==> src/rtl/rv32i_pkg.sv <==
// Shared RV32I pipeline definitions: architectural widths, the x0 address and the
// scoreboard set/clear request.
package rv32i_pkg;
  localparam int XLEN       = 32;
  localparam int REG_ADDR_W = 5;
  localparam logic [REG_ADDR_W-1:0] REG_ZERO = 5'd0;

  typedef struct packed {
    logic                  en;
    logic [REG_ADDR_W-1:0] rd;
  } sb_req_t;
endpackage

==> src/rtl/regfile_if.sv <==
// Writeback write port, decode read ports and the load scoreboard, bundled between
// the pipeline (master) and the register file (slave).
interface regfile_if
  import rv32i_pkg::*;
#(parameter int XLEN = 32);
  logic                  regfile_w_en;
  logic [REG_ADDR_W-1:0] regfile_w_reg;
  logic [XLEN-1:0]       regfile_w_data;
  logic [REG_ADDR_W-1:0] rs1, rs2;
  logic                  rs1_used, rs2_used;
  logic [XLEN-1:0]       rs1_val, rs2_val;
  logic                  sb_set_en;
  logic [REG_ADDR_W-1:0] sb_set_reg;
  logic                  rs1_busy, rs2_busy;
  logic                  stall;

  modport master (
    output regfile_w_en, regfile_w_reg, regfile_w_data, rs1, rs2, rs1_used, rs2_used,
           sb_set_en, sb_set_reg,
    input  rs1_val, rs2_val, rs1_busy, rs2_busy, stall
  );

  modport slave (
    input  regfile_w_en, regfile_w_reg, regfile_w_data, rs1, rs2, rs1_used, rs2_used,
           sb_set_en, sb_set_reg,
    output rs1_val, rs2_val, rs1_busy, rs2_busy, stall
  );
endinterface

==> src/rtl/regfile_scoreboard.sv <==
// Load-pending bit per register plus the decode interlock. A same-cycle set beats
// a same-cycle clear because the new load is younger than the completing write.
module regfile_scoreboard
  import rv32i_pkg::*;
#(parameter int NREGS = 32) (
  input  logic                  clk,
  input  logic                  rst_n,
  input  sb_req_t               sb_set,
  input  sb_req_t               sb_clr,
  input  logic [REG_ADDR_W-1:0] rs1,
  input  logic [REG_ADDR_W-1:0] rs2,
  input  logic                  rs1_used,
  input  logic                  rs2_used,
  output logic                  rs1_busy,
  output logic                  rs2_busy,
  output logic                  stall
);
  // bit 0 exists only so rs==0 indexes a permanently clear bit
  logic [NREGS-1:0] pending, pending_nxt;

  always_comb begin
    pending_nxt = pending;
    if (sb_clr.en && sb_clr.rd != REG_ZERO) pending_nxt[sb_clr.rd] = 1'b0;
    if (sb_set.en && sb_set.rd != REG_ZERO) pending_nxt[sb_set.rd] = 1'b1;
  end

  always_ff @(posedge clk or negedge rst_n)
    if (!rst_n) pending <= '0;
    else        pending <= pending_nxt;

  // the completing write is already bypassed, so it no longer blocks
  assign rs1_busy = pending[rs1] & ~(sb_clr.en & (sb_clr.rd == rs1));
  assign rs2_busy = pending[rs2] & ~(sb_clr.en & (sb_clr.rd == rs2));
  assign stall    = (rs1_used & rs1_busy) | (rs2_used & rs2_busy);
endmodule

==> src/rtl/regfile.sv <==
// RV32I architectural register file: x0 hardwired to zero, combinational reads with
// write-first bypass, and a load scoreboard for load-use interlock.
module regfile
  import rv32i_pkg::*;
#(parameter int XLEN = 32, parameter int NREGS = 32) (
  input logic      clk,
  input logic      rst_n,
  regfile_if.slave bus
);
  localparam int NRD = 2;

  sb_req_t sb_set, sb_clr;
  assign sb_set = '{en: bus.sb_set_en,    rd: bus.sb_set_reg};
  assign sb_clr = '{en: bus.regfile_w_en, rd: bus.regfile_w_reg};

  logic [XLEN-1:0] regs [1:NREGS-1];

  always_ff @(posedge clk or negedge rst_n)
    if (!rst_n) begin
      for (int i = 1; i < NREGS; i++) regs[i] <= '0;
    end else if (sb_clr.en && sb_clr.rd != REG_ZERO) begin
      regs[sb_clr.rd] <= bus.regfile_w_data;
    end

  logic [NRD-1:0][REG_ADDR_W-1:0] rd_addr;
  logic [NRD-1:0][XLEN-1:0]       rd_val;
  assign rd_addr = {bus.rs2, bus.rs1};

  // bypass is gated by reset so nothing presented during reset leaks to decode
  for (genvar p = 0; p < NRD; p++) begin : g_rd
    assign rd_val[p] = (!rst_n || rd_addr[p] == REG_ZERO)             ? '0 :
                       (sb_clr.en && sb_clr.rd == rd_addr[p])         ? bus.regfile_w_data :
                                                                        regs[rd_addr[p]];
  end

  assign bus.rs1_val = rd_val[0];
  assign bus.rs2_val = rd_val[1];

  regfile_scoreboard #(.NREGS(NREGS)) u_sb (
    .clk      (clk),
    .rst_n    (rst_n),
    .sb_set   (sb_set),
    .sb_clr   (sb_clr),
    .rs1      (bus.rs1),
    .rs2      (bus.rs2),
    .rs1_used (bus.rs1_used),
    .rs2_used (bus.rs2_used),
    .rs1_busy (bus.rs1_busy),
    .rs2_busy (bus.rs2_busy),
    .stall    (bus.stall)
  );
endmodule

==> src/flat_wrapper.sv <==
// flat-port wrapper written by rule: the top's interface ports become plain ports
module regfile_flat import rv32i_pkg::*;
#(parameter int XLEN = 32, parameter int NREGS = 32)
  (clk, rst_n, bus_regfile_w_en, bus_regfile_w_reg, bus_regfile_w_data, bus_rs1, bus_rs2, bus_rs1_used, bus_rs2_used, bus_sb_set_en, bus_sb_set_reg, bus_rs1_val, bus_rs2_val, bus_rs1_busy, bus_rs2_busy, bus_stall);
  regfile_if #(.XLEN(XLEN)) bus_i ();
  input logic clk;
  input logic rst_n;
  input wire logic [$bits(bus_i.regfile_w_en)-1:0] bus_regfile_w_en;
  input wire logic [$bits(bus_i.regfile_w_reg)-1:0] bus_regfile_w_reg;
  input wire logic [$bits(bus_i.regfile_w_data)-1:0] bus_regfile_w_data;
  input wire logic [$bits(bus_i.rs1)-1:0] bus_rs1;
  input wire logic [$bits(bus_i.rs2)-1:0] bus_rs2;
  input wire logic [$bits(bus_i.rs1_used)-1:0] bus_rs1_used;
  input wire logic [$bits(bus_i.rs2_used)-1:0] bus_rs2_used;
  input wire logic [$bits(bus_i.sb_set_en)-1:0] bus_sb_set_en;
  input wire logic [$bits(bus_i.sb_set_reg)-1:0] bus_sb_set_reg;
  output wire logic [$bits(bus_i.rs1_val)-1:0] bus_rs1_val;
  output wire logic [$bits(bus_i.rs2_val)-1:0] bus_rs2_val;
  output wire logic [$bits(bus_i.rs1_busy)-1:0] bus_rs1_busy;
  output wire logic [$bits(bus_i.rs2_busy)-1:0] bus_rs2_busy;
  output wire logic [$bits(bus_i.stall)-1:0] bus_stall;
  assign bus_i.regfile_w_en = bus_regfile_w_en;
  assign bus_i.regfile_w_reg = bus_regfile_w_reg;
  assign bus_i.regfile_w_data = bus_regfile_w_data;
  assign bus_i.rs1 = bus_rs1;
  assign bus_i.rs2 = bus_rs2;
  assign bus_i.rs1_used = bus_rs1_used;
  assign bus_i.rs2_used = bus_rs2_used;
  assign bus_i.sb_set_en = bus_sb_set_en;
  assign bus_i.sb_set_reg = bus_sb_set_reg;
  assign bus_rs1_val = bus_i.rs1_val;
  assign bus_rs2_val = bus_i.rs2_val;
  assign bus_rs1_busy = bus_i.rs1_busy;
  assign bus_rs2_busy = bus_i.rs2_busy;
  assign bus_stall = bus_i.stall;
  regfile #(.XLEN(XLEN), .NREGS(NREGS)) u_core (.clk(clk), .rst_n(rst_n), .bus(bus_i));
endmodule
==> config.mk <==
export PLATFORM = sky130hd
export DESIGN_NAME = regfile_flat
export DESIGN_NICKNAME = d
export VERILOG_FILES = /design/src/rtl/rv32i_pkg.sv /design/src/rtl/regfile_if.sv /design/src/rtl/regfile_scoreboard.sv /design/src/rtl/regfile.sv /design/src/flat_wrapper.sv
export SDC_FILE = /design/constraint.sdc
export NUM_CORES = 2
export LEC_CHECK = 0
export BUFFER_PORTS_ARGS = -buffer_cell sky130_fd_sc_hd__clkbuf_2
export CAP_MARGIN = 40
export CELL_PAD_IN_SITES_DETAIL_PLACEMENT = 1
export CELL_PAD_IN_SITES_GLOBAL_PLACEMENT = 2
export CORE_MARGIN = 5
export CORE_UTILIZATION = 44
export CTS_BUF_LIST = sky130_fd_sc_hd__clkbuf_4
export CTS_CLUSTER_SIZE = 8
export DETAILED_ROUTE_END_ITERATION = 16
export GPL_ROUTABILITY_DRIVEN = 0
export GPL_TIMING_DRIVEN = 0
export PLACE_DENSITY_LB_ADDON = 0.1
export REMOVE_ABC_BUFFERS = 1
export SETUP_SLACK_MARGIN = 0.1
export SYNTH_ARGS = -nofsm -noshare
export SYNTH_HDL_FRONTEND = slang
export SYNTH_SLANG_ARGS = --single-unit
==> constraint.sdc <==
create_clock -name clk -period 2.9 [get_ports clk]
set_clock_uncertainty 0.1 [all_clocks]
set_input_delay 0.435 -clock clk [delete_from_list [all_inputs] [get_ports clk]]
set_output_delay 0.435 -clock clk [all_outputs]
set_load 0.005 [all_outputs]
== Word level (Yosys, flattened, before mapping) ==
Index checks and enable logic that the tools add are counted.

* Register bits: 1024
* Output and inout bits: 67
* Bits of input ports: 58
* RAM bits: 0
* Memories: 0
* Word-level logic and storage cells: 96
* Memory bits (read-only): 0
* Latch bits: 0

* Equal/unequal tests: 2
* Reduce and logical (&&, ||, !) cells: 14
* $lt $le $gt $ge: 10
* Div/mod/pow operators: 0
* Multiplexer cells: 23
* Add/subtract/negate cells: 0
* Shift operators: 0
* Multiply operators: 0
* Bitwise logic cells: 15

{| class="wikitable"
|+ Operators by type and width
! operator !! count
|-
| $bwmux W992 || 1
|-
| $mux W32 || 11
|-
| $bmux W32 S5 || 2
|-
| $demux W32 S5 || 1
|-
| $and A32 B32 Y32 || 1
|-
| $not A32 Y32 || 1
|-
| $or A32 B32 Y32 || 1
|-
| $lt A5 B6 Y1 const B || 4
|-
| $ge A6 B6 Y1 const B || 3
|-
| $not A5 Y6 || 3
|-
| $bmux W1 S5 || 2
|-
| $demux W1 S5 || 2
|-
| $eq A5 B5 Y1 || 2
|-
| $ge A5 B1 Y1 const B || 2
|-
| $logic_not A5 Y1 || 2
|-
| $reduce_bool A5 Y1 || 2
|-
| $logic_and A1 B1 Y1 || 7
|-
| $and A1 B1 Y1 || 6
|-
| $lt A6 B1 Y1 const B || 1
|-
| $mux W1 || 4
|-
| $logic_or A1 B1 Y1 || 2
|-
| $not A1 Y1 || 2
|-
| $logic_not A1 Y1 || 1
|-
| $or A1 B1 Y1 || 1
|}

== Logic depth before layout (Yosys ltp) ==
* Depth in word-level cells: 9
* Depth in mapped cells: 10
* Gate-level depth less buffers: 5

== Cells and area by module ==
A second synthesis with hierarchy kept.

* Cell total of the unflattened synthesis: 4021
* Area total of the unflattened synthesis: 56429.1 um2

{| class="wikitable"
|+ Modules (own cells, without submodules)
! module !! area an instance (um2) !! cells each !! instances !! sequential area each (um2)
|-
| regfile || 54354.6 || 3814 || 1 || 24823.8
|-
| regfile_scoreboard || 2074.5 || 207 || 1 || 800.8
|}

== Worst setup path before layout ==
No wires, ideal clock.

* Path type: input-to-output
* Start: in bus_rs2[0]
* End: out bus_rs2_val[0]
* Data required time: 2365 ps
* Path buffers: 3
* Cell stages on the path: 7
* Arrival: 2117 ps
* Setup slack: 248 ps
* Cells stage by stage: buf_2 > buf_2 > buf_2 > mux4_2 > mux2_2 > o211ai_1 > o311ai_0

* Word-level cells in the longest chain between the ends: 6
* Elaborated cells on any way between the ends: 10
* Those cells by class: eq/ne: 1; mux: 5; bitwise: 1; reduce/logical: 3

{| class="wikitable"
|+ RTL lines
! what !! RTL line !! text
|-
| start: declaration || flat_wrapper.sv:12 || <nowiki>input wire logic [$bits(bus_i.rs2)-1:0] bus_rs2;</nowiki>
|-
| $not A5 Y6 (not written as such) || regfile.sv:33 || <nowiki>regs[rd_addr[p]];</nowiki>
|-
| $bmux W32 S5 || regfile.sv:33 ||
|-
| $mux W32 (not written as such) (2 in a row) || regfile.sv:33 ||
|-
| $mux W32 || regfile.sv:32 || <nowiki>(sb_clr.en && sb_clr.rd == rd_addr[p]) ? bus.regfile_w_data :</nowiki>
|-
| $mux W32 * || regfile.sv:31 || <nowiki>assign rd_val[p] = (!rst_n || rd_addr[p] == REG_ZERO) ? '0 :</nowiki>
|-
| end: declaration || flat_wrapper.sv:18 || <nowiki>output wire logic [$bits(bus_i.rs2_val)-1:0] bus_rs2_val;</nowiki>
|}

Mark *: on every way between the ends. The rest lies on a longest branch, timed or not. The select of a mux whose other input is x is not followed.

== Final worst setup path ==
* Start: reg u_core.regs[516] (netlist bit)
* End: out bus_rs2_val[4]

* Word-level cells in the longest chain between the ends: 5

{| class="wikitable"
|+ RTL lines
! what !! RTL line !! text
|-
| start: declaration || regfile.sv:16 || <nowiki>logic [XLEN-1:0] regs [1:NREGS-1];</nowiki>
|-
| start signal: indexed assignment || regfile.sv:22 || <nowiki>regs[sb_clr.rd] <= bus.regfile_w_data;</nowiki>
|-
| $bmux W32 S5 || regfile.sv:33 ||
|-
| $mux W32 (not written as such) (2 in a row) || regfile.sv:33 ||
|-
| $mux W32 || regfile.sv:32 ||
|-
| $mux W32 || regfile.sv:31 ||
|}

No other way between the ends. The select of a mux whose other input is x is not followed.

==> summary.md <==
| Metric | Value |
|---|---|
| Outcome | finished with violations |
| Failing checks | setup timing |
| Sequential-to-total area share from yosys stat | 45.8% |
| Placed inst area | 0.0597 mm² |
| Post-synth EDFFs | 0 |
| Largest net degree at the start of global routing | 110 |
| Vias per cell | 6.54 |
| Fillcell total | 12,000 |
| Top-count cell post-synth | mux2_2 |
| Global-route wire length before repair | 312 mm |
| Crit-path max FO | 3 |
| H-tree depth | 5 |
| Vias in the first global route | 44,600 |
| Area of the multi-input gates | 0.0293 mm² |
| Cts bufs inserted | 318 |
| Sequential fraction of design power | 45.0% |
| Routed Antenna Nets | 0 |
| Comb pwr share | 23.5% |
| Critical Path End Type | output pin |
| Main synth FF type | dfrtp_1 |
| Max_slew headroom | 36.9% |
| Detailed Route Iter0 Violations | 3,423 |
| CTS tree | yes |
| R2R depth | 4 |
| Synth unique cells | 50 |
| Part of the cycle the worst path needs | 131% |
| CP required | 2.37 ns |
| Peak VDD IR | 0.000405 V |
| DP HPWL | 121 mm |
| Via Count | 40,100 |
| Peak Freq | 264 MHz |
| Starting density of the core | 44.4% |
| CP Class | reg -> out |
| Mapped Cells | 3,937 |
| PwrDens | 643 mW/mm² |
| Reg2reg end | u_core.u_sb.pending[24] |
| Switching Fraction | 29.9% |
| Synth top cells by count | mux2_2 (1,061), dfrtp_1 (1,024), mux4_2 (391) |
| IO buf count | 124 |
| Switching component of the power | 12.8 mW |
| Share of cells above drive strength 1 | 54.9% |
| Tightest Pin Transition | 0.945 ns |
| Initial antenna violation count | 6 |
| Mapped Area | 0.0560 mm² |
| Pwr Total | 42.9 mW |
| # IOs | 125 |
| Max-slew violation count | 0 |
| Final worst slack | -0.886 ns |
| Final net count | 4,353 |
| Core area | 0.126 mm² |
| Leakage | 29.7 nW |
| Die Span X | 367 µm |
| Clock transition at path regs | 0.07 ns |
| Die area | 0.134 mm² |
| Synthesized flop and latch total | 1,024 |
| Total wire length | 213 mm |
| Crit Reg-Reg Startpoint | u_core.u_sb.pending[24] |
| Leading area contributor after synthesis | dfrtp_1 |
| Clock Latency Late Sink | 1.21 ns |
| Yosys top cell area share | 45.8% |
| Clk buf depth | 4 |
| Yosys warns | 0 |
| Top post-synthesis cells by area | dfrtp_1 (46%), mux2_2 (21%), mux4_2 (16%) |
| CTS sink count | 1,024 |
| GRT overflow | 0 |
| Final Util | 52.9% |
| Reg2Reg Setup Slack | 1.43 ns |
| Maxcap violations | 0 |
| HP Class | in -> async |
| Min cycle time layout | 3.79 ns |
| Final Cell Area | 0.0667 mm² |
| Std cell rows | 130 |
| Synthesized area per cell | 14.2 µm² |
| DR DRC count | 0 |
| Clock power share | 31.5% |
| Seq. cell area | 0.0256 mm² |
| Async SR Flop Fraction | 100% |
| Gr usage total | 31.4% |
| Final Hold Vio Count | 0 |
| Int Power | 30.0 mW |
| Arr. time, crit path | 3.25 ns |
| RSZ-0062 raised after global routing | yes |
| WL/cell | 34.7 µm |
| Crit start category | register |
| Final setup fails | 67 |
| Area added between synthesis and finish | 19.2% |
| Chip height | 367 µm |
| Root Buffer Master | clkbuf_4 |
| DRT Pass-1 Iters | 5 |
-- area by class of cell --
type                       instances  share of cell area, %
tap                             1650                   3.09
timing repair buffer             464                   9.15
clock inverter                    52                  0.338
clock buffer                     442                   4.97
antenna                            8                 0.0300
inverter                          12                 0.0675
sequential                      1024                   38.4
multi-input combinational       2475                   43.9
-- cells in the final DEF (no fill, tap or decap), types with 15 or more instances in the layout --
cell type         n
a211oi_2         30
a21oi_1          21
a221o_1          31
a22oi_1          64
buf_12           44
buf_16           55
buf_4            80
buf_6            21
buf_8            21
bufbuf_16        28
clkbuf_2        110
clkbuf_4        442
clkinv_1         43
dfrtp_1        1024
dlygate4sd3_1    80
mux2_2         1055
mux2_4           35
mux2i_1         241
mux4_2          391
nand2_1         105
nor2_1           70
nor2b_1          23
nor2b_4          20
nor3_1           39
o211ai_1         33
o21ai_0          19
o22ai_1         103
o311a_1          30
o311ai_1         17
o311ai_2         15
-- per-layer routing --
metal	wire length (µm)	GRT usage, %	vias up
met1	89900	42.6	21700
met3	14800	6.41	533
li1	-	-	16100
met2	99400	49.5	1747
met5	0	0	-
met4	8390	12.7	0
-- flip-flops by register name, summed over array words and instances (netlist names) --
signal	cells
u_core.regs	992
u_core.u_sb.pending	32
-- per-stage QoR --
stage / setup WS, ns / instances / setup TNS [ns] / hold slack [ns]
after floorplan: -1.18 / 3510 / -91.99 / 0.0394
after global placement: -29.37 / 5284 / - / 0.286
after detailed placement: -2.71 / 5420 / -436.94 / 0.292
after CTS: -1.01 / 6084 / -49.35 / 0.0110
after global routing: -0.967 / 6126 / -50.49 / 0.0760
final: -0.886 / 6127 / -41.54 / 0.121
-- power by group through the flow --
stage,Combinational (mW),Sequential [mW],Clock (mW)
6_report,10.1,19.3,13.5
5_1_grt,10.8,19.6,14.8
4_1_cts,9.84,19.2,13.9
3_5_place_dp,9.07,19.5,0
3_3_place_gp,9.09,19.0,0
2_1_floorplan,6.23,18.6,0
-- worst max-delay path by stage --
stage	startpoint	end	slack (ns)	cells past startpoint
2_1_floorplan	bus_regfile_w_reg[0]	bus_rs2_val[10]	-1.18	5
3_3_place_gp	rst_n	bus_rs2_val[5]	-29.37	6
3_5_place_dp	rst_n	bus_rs2_val[4]	-2.71	13
4_1_cts	u_core.regs[516]	bus_rs2_val[4]	-1.01	5
5_1_grt	u_core.regs[612]	bus_rs2_val[4]	-0.97	5
6_report	u_core.regs[516]	bus_rs2_val[4]	-0.89	5
-- what timing repair did --
| item | in CTS | in global routing |
|---|---|---|
| setup endpoints to repair | 67 | 73 |
| endpoints found under the hold margin | 1398 | 0 |
| hold buffers | 91 | 0 |
| resized for setup | 120 | 56 |
| cloned | 32 | 3 |
| pin swaps | 80 | 45 |
| buffers inserted | 48 | 28 |
-- cell families after synthesis --
group	share of synthesized area, %
muxes	42.2
DFF	45.8
buffers and inverters	3.61
AOI/OAI and AO/OA	5.43
and+or+nand+nor	2.81
xor gates and xnor gates	0.156
-- critical path, stage by stage, from the launching register on --
cell and delay, ns:
dfrtp_1 0.40, mux4_2 0.49, mux2_4 0.27, o211ai_1 0.45, o311ai_4 0.26, clkbuf_2 0.17
No activity file was read; power rests on OpenSTA's default activity.
